<file path="config.mk">
export PLATFORM = sky130hd
export DESIGN_NAME = ccd_frame_capture
export DESIGN_NICKNAME = d
export VERILOG_FILES = /design/src/rtl/ccd_frame_capture.sv
export SDC_FILE = /design/constraint.sdc
export NUM_CORES = 1
export LEC_CHECK = 0
export BUFFER_PORTS_ARGS = -buffer_cell sky130_fd_sc_hd__buf_2
export CORE_ASPECT_RATIO = 0.7
export CORE_MARGIN = 2
export CORE_UTILIZATION = 35
export CTS_BUF_LIST = sky130_fd_sc_hd__clkbuf_2
export CTS_CLUSTER_DIAMETER = 30
export DETAILED_ROUTE_END_ITERATION = 6
export PLACE_DENSITY = 0.59
export SLEW_MARGIN = 30
export SYNTH_ARGS = -nofsm -noshare
export SYNTH_HDL_FRONTEND = slang
export SYNTH_SLANG_ARGS = --single-unit
</file>
<file path="constraint.sdc">
create_clock -name iCLK -period 3.56 [get_ports iCLK]
set_input_delay 0.534 -clock iCLK [delete_from_list [all_inputs] [get_ports iCLK]]
set_output_delay 0.534 -clock iCLK [all_outputs]
set_load 0.05 [all_outputs]
</file>
<file path="src/rtl/ccd_frame_capture.sv">
// ccd_frame_capture
//   Upstream feeder for the imgproc stage. Samples raw 12-bit sensor data
//   qualified by frame/line valid and emits pixels with DVAL/X/Y qualifiers
//   plus a count of completed captured frames. Only whole frames are
//   captured; capture is armed by iSTART and stopped by iEND.
//
// Parameters
//   H_WIDTH   active pixels per line (X range 0..H_WIDTH-1)
//   V_HEIGHT  active lines per frame (Y range 0..V_HEIGHT-1)
//
// Ports
//   iCLK        pixel clock, rising edge
//   iRST        asynchronous active-low reset
//   iDATA       raw sensor pixel (12 bit)
//   iFVAL       sensor frame valid
//   iLVAL       sensor line valid
//   iSTART      1-cycle pulse, arm capture (also clears oOVF)
//   iEND        1-cycle pulse, stop after the current frame
//   iSW         test-pattern select (only with CCD_TEST_PATTERN_EN)
//   oDATA       captured pixel
//   oDVAL       pixel valid
//   oX_Cont     column of oDATA
//   oY_Cont     row of oDATA
//   oFrame_Cont completed captured frames (wraps)
//   oOVF        sticky: pixel or line beyond H_WIDTH/V_HEIGHT dropped
//
// Build option
//   CCD_TEST_PATTERN_EN: when defined and iSW=1, oDATA carries
//   {Y[5:0],X[5:0]} of the pixel instead of sensor data.

module ccd_frame_capture #(
  parameter int H_WIDTH  = 1280,
  parameter int V_HEIGHT = 960
) (
  input  logic        iCLK,
  input  logic        iRST,
  input  logic [11:0] iDATA,
  input  logic        iFVAL,
  input  logic        iLVAL,
  input  logic        iSTART,
  input  logic        iEND,
  input  logic        iSW,
  output logic [11:0] oDATA,
  output logic        oDVAL,
  output logic [15:0] oX_Cont,
  output logic [15:0] oY_Cont,
  output logic [31:0] oFrame_Cont,
  output logic        oOVF
);

  typedef enum logic [1:0] {IDLE, ARMED, CAPTURE} state_t;

  state_t      state, state_next;
  logic        stop_pending, stop_pending_next;
  logic        frame_done;

  logic [11:0] m_data;
  logic        m_fval, m_lval, m_fval_d, m_lval_d;
  logic        fval_rise, fval_fall, lval_fall;

  logic [15:0] x_cnt, y_cnt, y_eff;
  logic        line_hit;
  logic        capturing, in_line, pix_ok, pix_drop;
  logic [11:0] pix_data;

  logic        q_dval;
  logic [11:0] q_data;
  logic [15:0] q_x, q_y;

  // Input register stage; the delayed copies give edge detection.
  always_ff @(posedge iCLK or negedge iRST) begin
    if (!iRST) begin
      m_data   <= '0;
      m_fval   <= 1'b0;
      m_lval   <= 1'b0;
      m_fval_d <= 1'b0;
      m_lval_d <= 1'b0;
    end else begin
      m_data   <= iDATA;
      m_fval   <= iFVAL;
      m_lval   <= iLVAL;
      m_fval_d <= m_fval;
      m_lval_d <= m_lval;
    end
  end

  assign fval_rise = m_fval & ~m_fval_d;
  assign fval_fall = ~m_fval & m_fval_d;
  assign lval_fall = ~m_lval & m_lval_d;

  // State register.
  always_ff @(posedge iCLK or negedge iRST) begin
    if (!iRST) begin
      state        <= IDLE;
      stop_pending <= 1'b0;
    end else begin
      state        <= state_next;
      stop_pending <= stop_pending_next;
    end
  end

  // Next-state logic. iEND always dominates iSTART; in CAPTURE a stop only
  // takes effect when the frame ends so frames are never truncated.
  always_comb begin
    state_next        = state;
    stop_pending_next = stop_pending;
    frame_done        = 1'b0;
    case (state)
      IDLE: begin
        if (iSTART && !iEND) state_next = ARMED;
      end
      ARMED: begin
        stop_pending_next = 1'b0;
        if (iEND)           state_next = IDLE;
        else if (fval_rise) state_next = CAPTURE;
      end
      CAPTURE: begin
        if (iEND)        stop_pending_next = 1'b1;
        else if (iSTART) stop_pending_next = 1'b0;
        if (fval_fall) begin
          frame_done        = 1'b1;
          state_next        = stop_pending_next ? IDLE : ARMED;
          stop_pending_next = 1'b0;
        end
      end
      default: state_next = IDLE;
    endcase
  end

  // The frame-start cycle already counts as capturing, and Y reads as 0
  // there, so a line starting together with FVAL is not lost.
  assign capturing = (state == CAPTURE) ||
                     ((state == ARMED) && fval_rise && !iEND);
  assign y_eff     = fval_rise ? 16'd0 : y_cnt;
  assign in_line   = capturing & m_fval & m_lval;
  assign pix_ok    = in_line && (x_cnt < 16'(H_WIDTH)) && (y_eff < 16'(V_HEIGHT));
  assign pix_drop  = in_line & ~pix_ok;

`ifdef CCD_TEST_PATTERN_EN
  assign pix_data = iSW ? {y_eff[5:0], x_cnt[5:0]} : m_data;
`else
  // iSW has no effect in this build; both arms select the sensor data.
  assign pix_data = iSW ? m_data : m_data;
`endif

  // Column/row counters. X saturates at H_WIDTH so extra pixels are
  // dropped; Y advances only for lines that produced at least one pixel.
  always_ff @(posedge iCLK or negedge iRST) begin
    if (!iRST) begin
      x_cnt    <= '0;
      y_cnt    <= '0;
      line_hit <= 1'b0;
    end else begin
      if (lval_fall)   x_cnt <= '0;
      else if (pix_ok) x_cnt <= x_cnt + 16'd1;

      if (fval_rise)                  y_cnt <= '0;
      else if (lval_fall && line_hit) y_cnt <= y_cnt + 16'd1;

      if (lval_fall)   line_hit <= 1'b0;
      else if (pix_ok) line_hit <= 1'b1;
    end
  end

  // Frame counter and sticky overflow flag.
  always_ff @(posedge iCLK or negedge iRST) begin
    if (!iRST) begin
      oFrame_Cont <= '0;
      oOVF        <= 1'b0;
    end else begin
      if (frame_done) oFrame_Cont <= oFrame_Cont + 32'd1;
      if (pix_drop)   oOVF <= 1'b1;
      else if (iSTART) oOVF <= 1'b0;
    end
  end

  // Two output stages give the two-edge latency from the input register;
  // data, X and Y only update on valid pixels so they hold otherwise.
  always_ff @(posedge iCLK or negedge iRST) begin
    if (!iRST) begin
      q_dval  <= 1'b0;
      q_data  <= '0;
      q_x     <= '0;
      q_y     <= '0;
      oDVAL   <= 1'b0;
      oDATA   <= '0;
      oX_Cont <= '0;
      oY_Cont <= '0;
    end else begin
      q_dval <= pix_ok;
      if (pix_ok) begin
        q_data <= pix_data;
        q_x    <= x_cnt;
        q_y    <= y_eff;
      end
      oDVAL <= q_dval;
      if (q_dval) begin
        oDATA   <= q_data;
        oX_Cont <= q_x;
        oY_Cont <= q_y;
      end
    end
  end

endmodule

</file>
==> metrics.yaml, run 1 <==
status: "finished clean"
dp_cells: 915
cts_root_buffer: "clkbuf_2"
synth_xor_area_share_pct: 4.44
leakagePower_uw: 0.00415
relSlewSlack_pct: 46.8
worst_ep_arrival_time_ns: 3.29
cts_hold_buffers: 16
drt-total-wl_mm: 14.2
muxShareOfSynthArea_pct: 13.9
synth_edf_count: 0
die_x_um: 177
ys_seq_area_share_pct: 60.0
clock.fmax_mhz: 381
maxCapViolCount: 0
grt_max_degree: 75
fin_cells: 962
synthArstFlopShare_pct: 100
hold_class: "primary input to flip-flop"
die_area_um2: 22000
die_h_um: 125
clock_skew_ns: 0.0545
slew_viol_final: 0
cts_setup_buffers: 0
grt_pass1_vias: 4655
rsz0062_at_grt: "false"
worstSetupStartpointType: "flip-flop"
synthAdderAreaFrac_pct: 1.20
cts_buffers: 17
finalSetupViolations: 0
synth_top_area_share_pct: 60.0
final_util_pct: 41.0
gp_congestion: 0.767
ys.flop_type: "dfrtp_1"
grt_first_pass_wirelength_mm: 23.5
synthSimpleGateAreaFrac_pct: 13.9
initialDrtViolationCount: 339
pwr_density_cell_nw_per_um2: 578
synth_seq_cells: 175
route.detailed.drc: 0
drive_above_1_share_pct: 30.9
cp_max_fo: 42
cts_tree: "built"
endpoint_kind: "flip-flop"
period_share_pct: 73.8
tightestPinTransition_ns: 0.798
ys_types: 52
tns_ns: 0
synth.cell_area_um2: 7300
cp.required_ns: 4.22
syn_inst: 561
cts_sinks: 175
antenna_found_initial: 0
ctsLongestPathBuffers: 2
grt_usage_pct: 13.4
num_io_pins: 97
cts-resized-gates: 0
crit_type: "flip-flop to flip-flop"
power_uw: 4880
cts_max_level: 4
synth_compound_area_share_pct: 3.62
portBuffers: 95
clk_latency_ns: 0.77
syn_nets: 587
syn_area_per_cell_um2: 13.0
route.vias.total: 4669
synth_most_common_cell: "dfrtp_1"
antenna_left: 0
synth_area_leader_cell: "dfrtp_1"
min_period_ns: 2.63
hold_ws_ns: 0.108
layout.nets: 700
start_util_pct: 35.5
synth_warnings: 0
clk_pin_slew_ns: 0.23
hold_viol: 0
vias_per_cell: 4.85
synth_commonest_cells: "dfrtp_1, mux2_2, nand2_1"
synth.area.top_cells: "dfrtp_1, mux2_2, mux2i_1, xor2_1, xnor2_1"
areaGrowthSynthToFinish_pct: 15.7
core_area_um2: 20600
synth_top_family_by_area: "simple AND/OR/NAND/NOR gates"
row_count: 44
overflow: 0
max-vdd-ir-drop_v: 0.000276
wl_per_cell_um: 14.8
hpwlAfterDp_mm: 9.60
antenna_cells: 0
drtPass1Iterations: 4
placed cells by master (no fill, tap or decap), types with 4 or more instances in the layout:
cell and n:
and2_1 7, o31ai_1 4, o21ai_0 8, buf_2 94, nand2b_1 10, inv_1 22, xnor2_1 17, nand2_1 35
ha_1 7, xor2_1 20, nand3_1 18, and3_1 8, mux2_4 7, dfrtp_1 174, a21oi_1 10, dlygate4sd3_1 16
clkbuf_2 19, mux2i_1 19, nand4_1 6, nor4_1 14, and4_1 6, nor2_1 16, nor2b_1 13, inv_6 4
or3_1 6, mux2_2 64, nor3_1 13
worst max-delay path, stage by stage (launching register included):
cell,delay (ns)
dfrtp_1,0.46
inv_1,0.11
ha_1,0.17
nor3b_1,0.24
o211ai_2,0.33
nor3_4,0.52
buf_12,0.32
mux2_2,0.37
through the flow:
stage	instance area [um2]	setup slack (ns)
after global placement	8050	0.995
after floorplan	7300	1.63
after global routing	8450	0.712
final	8450	0.932
after CTS	8450	0.909
after detailed placement	8080	0.929
state kept, by name, summed over array words and instances (netlist names), 16 cells and up:
register / count
y_cnt: 16
oX_Cont: 16
q_x: 16
oFrame_Cont: 32
oY_Cont: 16
x_cnt: 16
q_y: 16
path summary, 6_finish.rpt:
path / from / to / slack, ns / cells past startpoint
max: state[1]$_DFFE_PN0P_ / q_data[1]$_DFFE_PN0P_ / 0.93 / 7
min: iEND / state[1]$_DFFE_PN0P_ / 0.11 / 3
max reg2reg: state[1]$_DFFE_PN0P_ / q_data[1]$_DFFE_PN0P_ / 0.93 / 7
min reg2reg: oFrame_Cont[31]$_DFFE_PN0P_ / oFrame_Cont[31]$_DFFE_PN0P_ / 0.49 / 1
max in group asynchronous: iRST / oFrame_Cont[11]$_DFFE_PN0P_ / 2.30 / 3
min in group asynchronous: iRST / oX_Cont[6]$_DFFE_PN0P_ / 0.30 / 2
logic make-up (layout without fill, tap and decap cells):
group / Yosys count / count (layout)
compound gates: 37 / 37
xor+xnor: 37 / 37
fa+ha+maj: 7 / 7
buf+inv: 44 / 169
flops: 175 / 175
mux: 90 / 90
simple gates: 171 / 171
where the power goes:
part | internal [uW] | total, uW | switching (uW) | leakage [uW]
Sequential | 2330 | 2540 | 212 | 0.00233
Combinational | 480 | 1380 | 899 | 0.00168
Clock | 264 | 961 | 698 | 0.000135
layer usage:
metal	routed length (um)	vias to the layer above	global-route usage, %
met3	820	21	3.51
met1	7000	2329	19.3
met5	0	-	0
met2	6170	127	19.1
li1	-	2192	-
met4	198	0	5.20
cell type report:
type	count	area (um2)
Multi-Input combinational cell	342	2710
Sequential cell	175	4380
Clock buffer	19	95.1
Tap cell	276	345
Fill cell	1971	12100
Inverter	22	82.6
Clock inverter	12	111
Timing Repair Buffer	116	724
(Power assumes the default switching activity.)
==> run 2, diff against run 1 <==
Settings changed: ABC_AREA set to 1.
Clock period 3.56 ns to 2.6 ns, I/O delays scaled along.
==> run 2 against run 1 <==
Net effect:
- non-clock buffer count up 7
- hold slack better by 0.18 ns
- global-route usage up 1.3 points
- via count increased by 21%
- clock power rose by 43%
- first-iteration DRC count increased by 1.5%
- core utilization grew 0.25 points
- critical path depth rose by 3
- synthesized area rose by 5.4%
- worst setup slack lost 0.33 ns
- register-to-register slack got worse by 0.33 ns
- power increased by 40%
==> metrics.yaml, run 2 <==
drive_above_1_share_pct: 19.9
antenna_left: 0
cts-resized-gates: 0
synth_top_area_share_pct: 56.9
gp_congestion: 0.815
crit_chain: "inv_2, nand2_2, o21ai_0, nand3_2, nor2_4, nand2_4, buf_4, nand2_1, o21ai_0, inv_1"
min_period_ns: 2.00
pwr_density_cell_nw_per_um2: 764
row_count: 45
clock_skew_ns: 0.0659
net-switching-power_uw: 2770
worstSetupStartpointType: "flip-flop"
intPower_uw: 4050
final_common_cell: "nand2_1"
hpwlAfterDp_mm: 11.4
power_frac_clock_pct: 20.0
syn_nets: 865
pwr-share-seq_pct: 51.5
ctsLongestPathBuffers: 2
syn_area_per_cell_um2: 9.17
antenna_cells: 0
hold_viol: 0
max_stage_delay_ns: 0.53
synth_area_leader_cell: "dfrtp_1"
core_area_um2: 21600
synth_most_common_cell: "nand2_1"
swShare_pct: 40.6
grt_max_degree: 76
grt_pass1_vias: 5347
multi_input_area_um2: 2880
cts_buffers: 17
synth.cell_area_um2: 7700
clk_pin_slew_ns: 0.27
synth_edf_count: 0
period_share_pct: 76.9
overflow: 0
finalSetupViolations: 0
path_common_cell: "o21ai_0"
num_io_pins: 97
synthArstFlopShare_pct: 100
route.vias.total: 5642
synth_seq_cells: 175
cts_setup_buffers: 0
wl_per_cell_um: 12.9
initialDrtViolationCount: 344
vias_per_cell: 4.50
cts_max_level: 4
fillers: 2204
grt_first_pass_wirelength_mm: 27.1
die_x_um: 181
antenna_found_initial: 0
relSlewSlack_pct: 37.2
synth.area.top_cells: "dfrtp_1, nand2_1, mux2_2, nor2_1, inv_1"
dp_cells: 1205
tns_ns: 0
layout.nets: 987
die_h_um: 128
syn_inst: 839
max-vdd-ir-drop_v: 0.000562
ys.flop_type: "dfrtp_1"
leakagePower_uw: 0.00454
ys_seq_area_share_pct: 56.9
clock.fmax_mhz: 500
worst_ep_arrival_time_ns: 2.63
grt_usage_pct: 14.6
endpoint_kind: "flip-flop"
slew_viol_final: 0
crit_type: "flip-flop to flip-flop"
hold_class: "primary input to flip-flop"
regMostFlops: "oFrame_Cont"
areaGrowthSynthToFinish_pct: 16.0
cpMaxStageDelayCell: "dfrtp_1"
clk_latency_ns: 0.73
final_cell_mix: "nand2_1, dfrtp_1, nor2_1"
cp.required_ns: 3.23
drtPass1Iterations: 4
status: "finished clean"
route.detailed.drc: 0
die_area_um2: 23200
rsz0062_at_grt: "false"
register_area_um2: 4380
largest_reg_flops: 32
crit_family: "simple AND/OR/NAND/NOR gates"
synth_commonest_cells: "nand2_1, dfrtp_1, nor2_1"
p_comb_share_pct: 28.5
maxCapViolCount: 0
crit_buf_inv: 3
cts_tree: "built"
ys_types: 32
cp_max_fo: 37
final_util_pct: 41.3
cts_root_buffer: "clkbuf_2"
synth_warnings: 0
cts_sinks: 175
cts_hold_buffers: 19
start_util_pct: 35.6
fin_cells: 1255
tightestPinTransition_ns: 0.942
drt-total-wl_mm: 16.2
portBuffers: 95
## run 2: cell count changes after synthesis, moves of 16 or more
cell and delta:
inv_1 +60, mux2i_1 -19, nand3_1 +19, nor2_1 +79
o21ai_0 +18, a21oi_1 +16, nand2_1 +202, mux2_2 -32
## run 2: through the flow
step / setup WS [ns] / area (um2) / hold WS (ns) / total power, uW
3_5_place_dp: 0.544 / 8510 / 0.322 / 5500
3_3_place_gp: 0.562 / 8510 / 0.328 / 5460
6_report: 0.601 / 8930 / 0.289 / 6820
2_1_floorplan: 0.730 / 7700 / 0.0944 / 4970
4_1_cts: 0.534 / 8930 / 0.185 / 6920
5_1_grt: 0.317 / 8930 / 0.159 / 7260
## run 2: area by class of cell
| type | instances | share of cell area, % |
|---|---|---|
| Tap cell | 282 | 3.95 |
| Timing Repair Buffer | 123 | 8.56 |
| Clock buffer | 17 | 0.953 |
| Inverter | 86 | 3.62 |
| Multi-Input combinational cell | 558 | 32.2 |
| Clock inverter | 14 | 1.63 |
| Sequential cell | 175 | 49.1 |
## run 2: power by group through the flow
| stage | clock, uW | combinational (uW) | sequential, uW |
|---|---|---|---|
| after floorplan | 0 | 668 | 4300 |
| after CTS | 1440 | 1970 | 3510 |
| after global placement | 0 | 1910 | 3550 |
| after global routing | 1560 | 2120 | 3580 |
| after detailed placement | 0 | 1940 | 3560 |
| final | 1370 | 1940 | 3510 |
## run 2: cell families after synthesis
kind of cell	synth area share [%]
xor gates and xnor gates	2.96
DFF	56.9
buffers and inverters	5.74
adders and majority gates	1.14
and+or+nand+nor	23.9
muxes	4.68
AOI/OAI and AO/OA	4.63
## run 2: metal layers
layer  GRT usage [%]  up-vias  routed length [um]
met4            3.30        0                  77
met1            22.8     2650                8880
met3            3.52        5                 651
met5               0        -                   0
li1                -     2898                   -
met2            20.3       89                6610
## run 2: final timing paths
check,start,end,slack (ns),cells past startpoint
min in group asynchronous,iRST,x_cnt[7]$_DFFE_PN0P_,0.63,3
worst max register to register,m_fval_d$_DFF_PN0_,q_x[0]$_DFFE_PN0P_,0.60,10
worst max-delay path,m_fval_d$_DFF_PN0_,q_x[0]$_DFFE_PN0P_,0.60,10
worst min register to register,m_lval$_DFF_PN0_,m_lval_d$_DFF_PN0_,0.45,0
max in group asynchronous,iRST,oX_Cont[1]$_DFFE_PN0P_,1.00,4
worst min-delay path,iDATA[2],m_data[2]$_DFF_PN0_,0.29,2
## run 2: worst reg2reg max path: cells and delay by family (launching register included)
| kind | cells | cell delay (ns) |
|---|---|---|
| simple gates | 5 | 0.65 |
| flops | 1 | 0.53 |
| buf+inv | 3 | 0.48 |
| compound gates | 2 | 0.30 |
==> run 3, diff against run 2 <==
Settings changed: ABC_AREA 1 to 0.
Clock period 2.6 ns to 1.9 ns, I/O delays scaled along.
==> run 3 against run 2 <==
Net effect:
- the flow now finishes with violations (negative setup slack)
- design area is 7.9% higher
- core utilization is 5.5 points higher
- cell count decreased by 18%
- power grew 53%
- routed wire length is 0.73% lower
- non-clock buffer count is 63 higher
- sequential power rose by 35%
- via count decreased by 11%
- hold slack lost 0.13 ns
- critical endpoint is now x_cnt[0]$_DFFE_PN0P_
- highest routed layer unchanged
==> metrics.yaml, run 3 (synthesis results as in run 1) <==
critPathLaunch: "state[1]$_DFFE_PN0P_"
regMostFlops: "oFrame_Cont"
r2r_slack_ns: -0.009
slew_viol_final: 0
die_x_um: 177
violations: "negative setup slack"
areaGrowthSynthToFinish_pct: 31.9
multi_input_area_um2: 2990
hold_class: "primary input to flip-flop"
core_area_um2: 20600
clock_skew_ns: 0.0382
worst_ep_arrival_time_ns: 2.60
finalSetupViolations: 1
portBuffers: 95
cts_tree: "built"
grt_usage_pct: 14.8
fillers: 1865
grt_first_pass_wirelength_mm: 25.8
gp_congestion: 0.795
maxCapViolCount: 0
layout.nets: 771
period_share_pct: 100
final_common_cell: "dfrtp_1"
antenna_found_initial: 0
ctsLongestPathBuffers: 2
cts_root_buffer: "clkbuf_2"
status: "finished, violations left"
r2r_cells: 7
cts_buffers: 17
register_area_um2: 4400
place_area_um2: 8290
crit_type: "flip-flop to flip-flop"
max-vdd-ir-drop_v: 0.000529
final_area_um2: 9630
hold_viol: 0
min_path_cells: 2
route.detailed.drc: 0
die_h_um: 125
grt_pass1_vias: 5059
start_util_pct: 35.5
drt-total-wl_mm: 16.1
rsz0062_at_grt: "true"
antenna_left: 0
cts_max_level: 4
clk_pin_slew_ns: 0.25
initialDrtViolationCount: 253
row_count: 44
cp-endpoint: "x_cnt[0]$_DFFE_PN0P_"
endpoint_kind: "flip-flop"
clock.fmax_mhz: 524
worstSetupStartpointType: "flip-flop"
min_period_ns: 1.91
relSlewSlack_pct: 49.0
cp.required_ns: 2.59
clk_latency_ns: 0.75
leakagePower_uw: 0.00469
drtPass1Iterations: 4
hpwlAfterDp_mm: 10.1
r2r_end: "x_cnt[0]$_DFFE_PN0P_"
largest_reg_flops: 32
tns_ns: -0.00899
drive_above_1_share_pct: 42.8
vias_per_cell: 4.85
cp_max_fo: 14
route.vias.total: 5020
grt_max_degree: 60
wl_per_cell_um: 15.6
final_cell_mix: "dfrtp_1, buf_4, buf_2"
overflow: 0
tightestPinTransition_ns: 0.766
num_io_pins: 97
die_area_um2: 22000
pwr_density_cell_nw_per_um2: 1080
r2r_start: "state[1]$_DFFE_PN0P_"
setup_ws_ns: -0.00899
cts_sinks: 175
-- run 3: changes by cell type in the layout (fill, tap and decap cells not counted), moves of 20 or more --
cell,previous run,this run
inv_1,82,20
mux2_2,32,52
buf_2,94,58
buf_4,7,65
clkbuf_4,0,25
nand2_1,237,34
nor2_1,95,16
-- run 3: through the flow --
| step | cells | hold slack, ns | setup slack [ns] | power [uW] | util [%] |
|---|---|---|---|---|---|
| final | 1034 | 0.158 | -0.00899 | 10400 | 46.8 |
| after global routing | 1033 | 0.00974 | -0.0850 | 11000 | 46.7 |
| after CTS | 1005 | 0.0577 | -0.0762 | 10300 | 44.6 |
| after detailed placement | 940 | 0.199 | -0.141 | 7590 | 40.3 |
| after global placement | 940 | 0.195 | -0.0286 | 7470 | 40.3 |
| after floorplan | 561 | -0.0106 | 0.0284 | 6730 | - |
-- run 3: repair_timing --
| item | 4_1_cts | 5_1_grt |
|---|---|---|
| pin swaps | 5 | 14 |
| hold buffers | 19 | 0 |
| gates resized for setup | 49 | 73 |
| cloned | 5 | 0 |
| hold endpoints to repair | 193 | 0 |
| endpoints found under the setup margin | 62 | 113 |
| buffers inserted | 10 | 30 |
-- run 3: area by class of cell --
type / instances / share of cell area (%)
sequential: 175 / 45.7
antenna: 1 / 0.0260
inverter: 22 / 0.858
multi-input combinational: 343 / 31.1
clock buffer: 17 / 0.884
tap: 276 / 3.59
clock inverter: 14 / 2.37
timing repair buffer: 186 / 15.5
-- run 3: worst min path at each step --
stage | startpoint | endpoint | slack, ns
after floorplan | iRST | line_hit$_DFFE_PN0P_ | -0.01
after global routing | iLVAL | m_lval$_DFF_PN0_ | 0.01
after global placement | iRST | m_data[2]$_DFF_PN0_ | 0.19
after detailed placement | iRST | oDATA[2]$_DFFE_PN0P_ | 0.20
after CTS | iDATA[10] | m_data[10]$_DFF_PN0_ | 0.06
final | iDATA[11] | m_data[11]$_DFF_PN0_ | 0.16
-- run 3: power breakdown --
group          internal (uW)  switching, uW  total, uW  leakage, uW
clock                   1020           1350       2380     0.000176
combinational           1400           1900       3300      0.00220
sequential              4360            369       4730      0.00231
-- run 3: critical path, stage by stage, from the launching register on --
cell	delay (ns)
dfrtp_1	0.46
inv_2	0.09
ha_4	0.13
nor3b_4	0.20
o211ai_4	0.10
buf_4	0.19
or4_1	0.52
a21oi_1	0.16
-- run 3: layer usage --
layer	up-vias	global-route usage, %	routed length, um
met4	0	3.79	130
li1	2348	-	-
met1	2545	20.5	7740
met3	11	4.09	842
met2	116	23.0	7400
met5	-	0	0
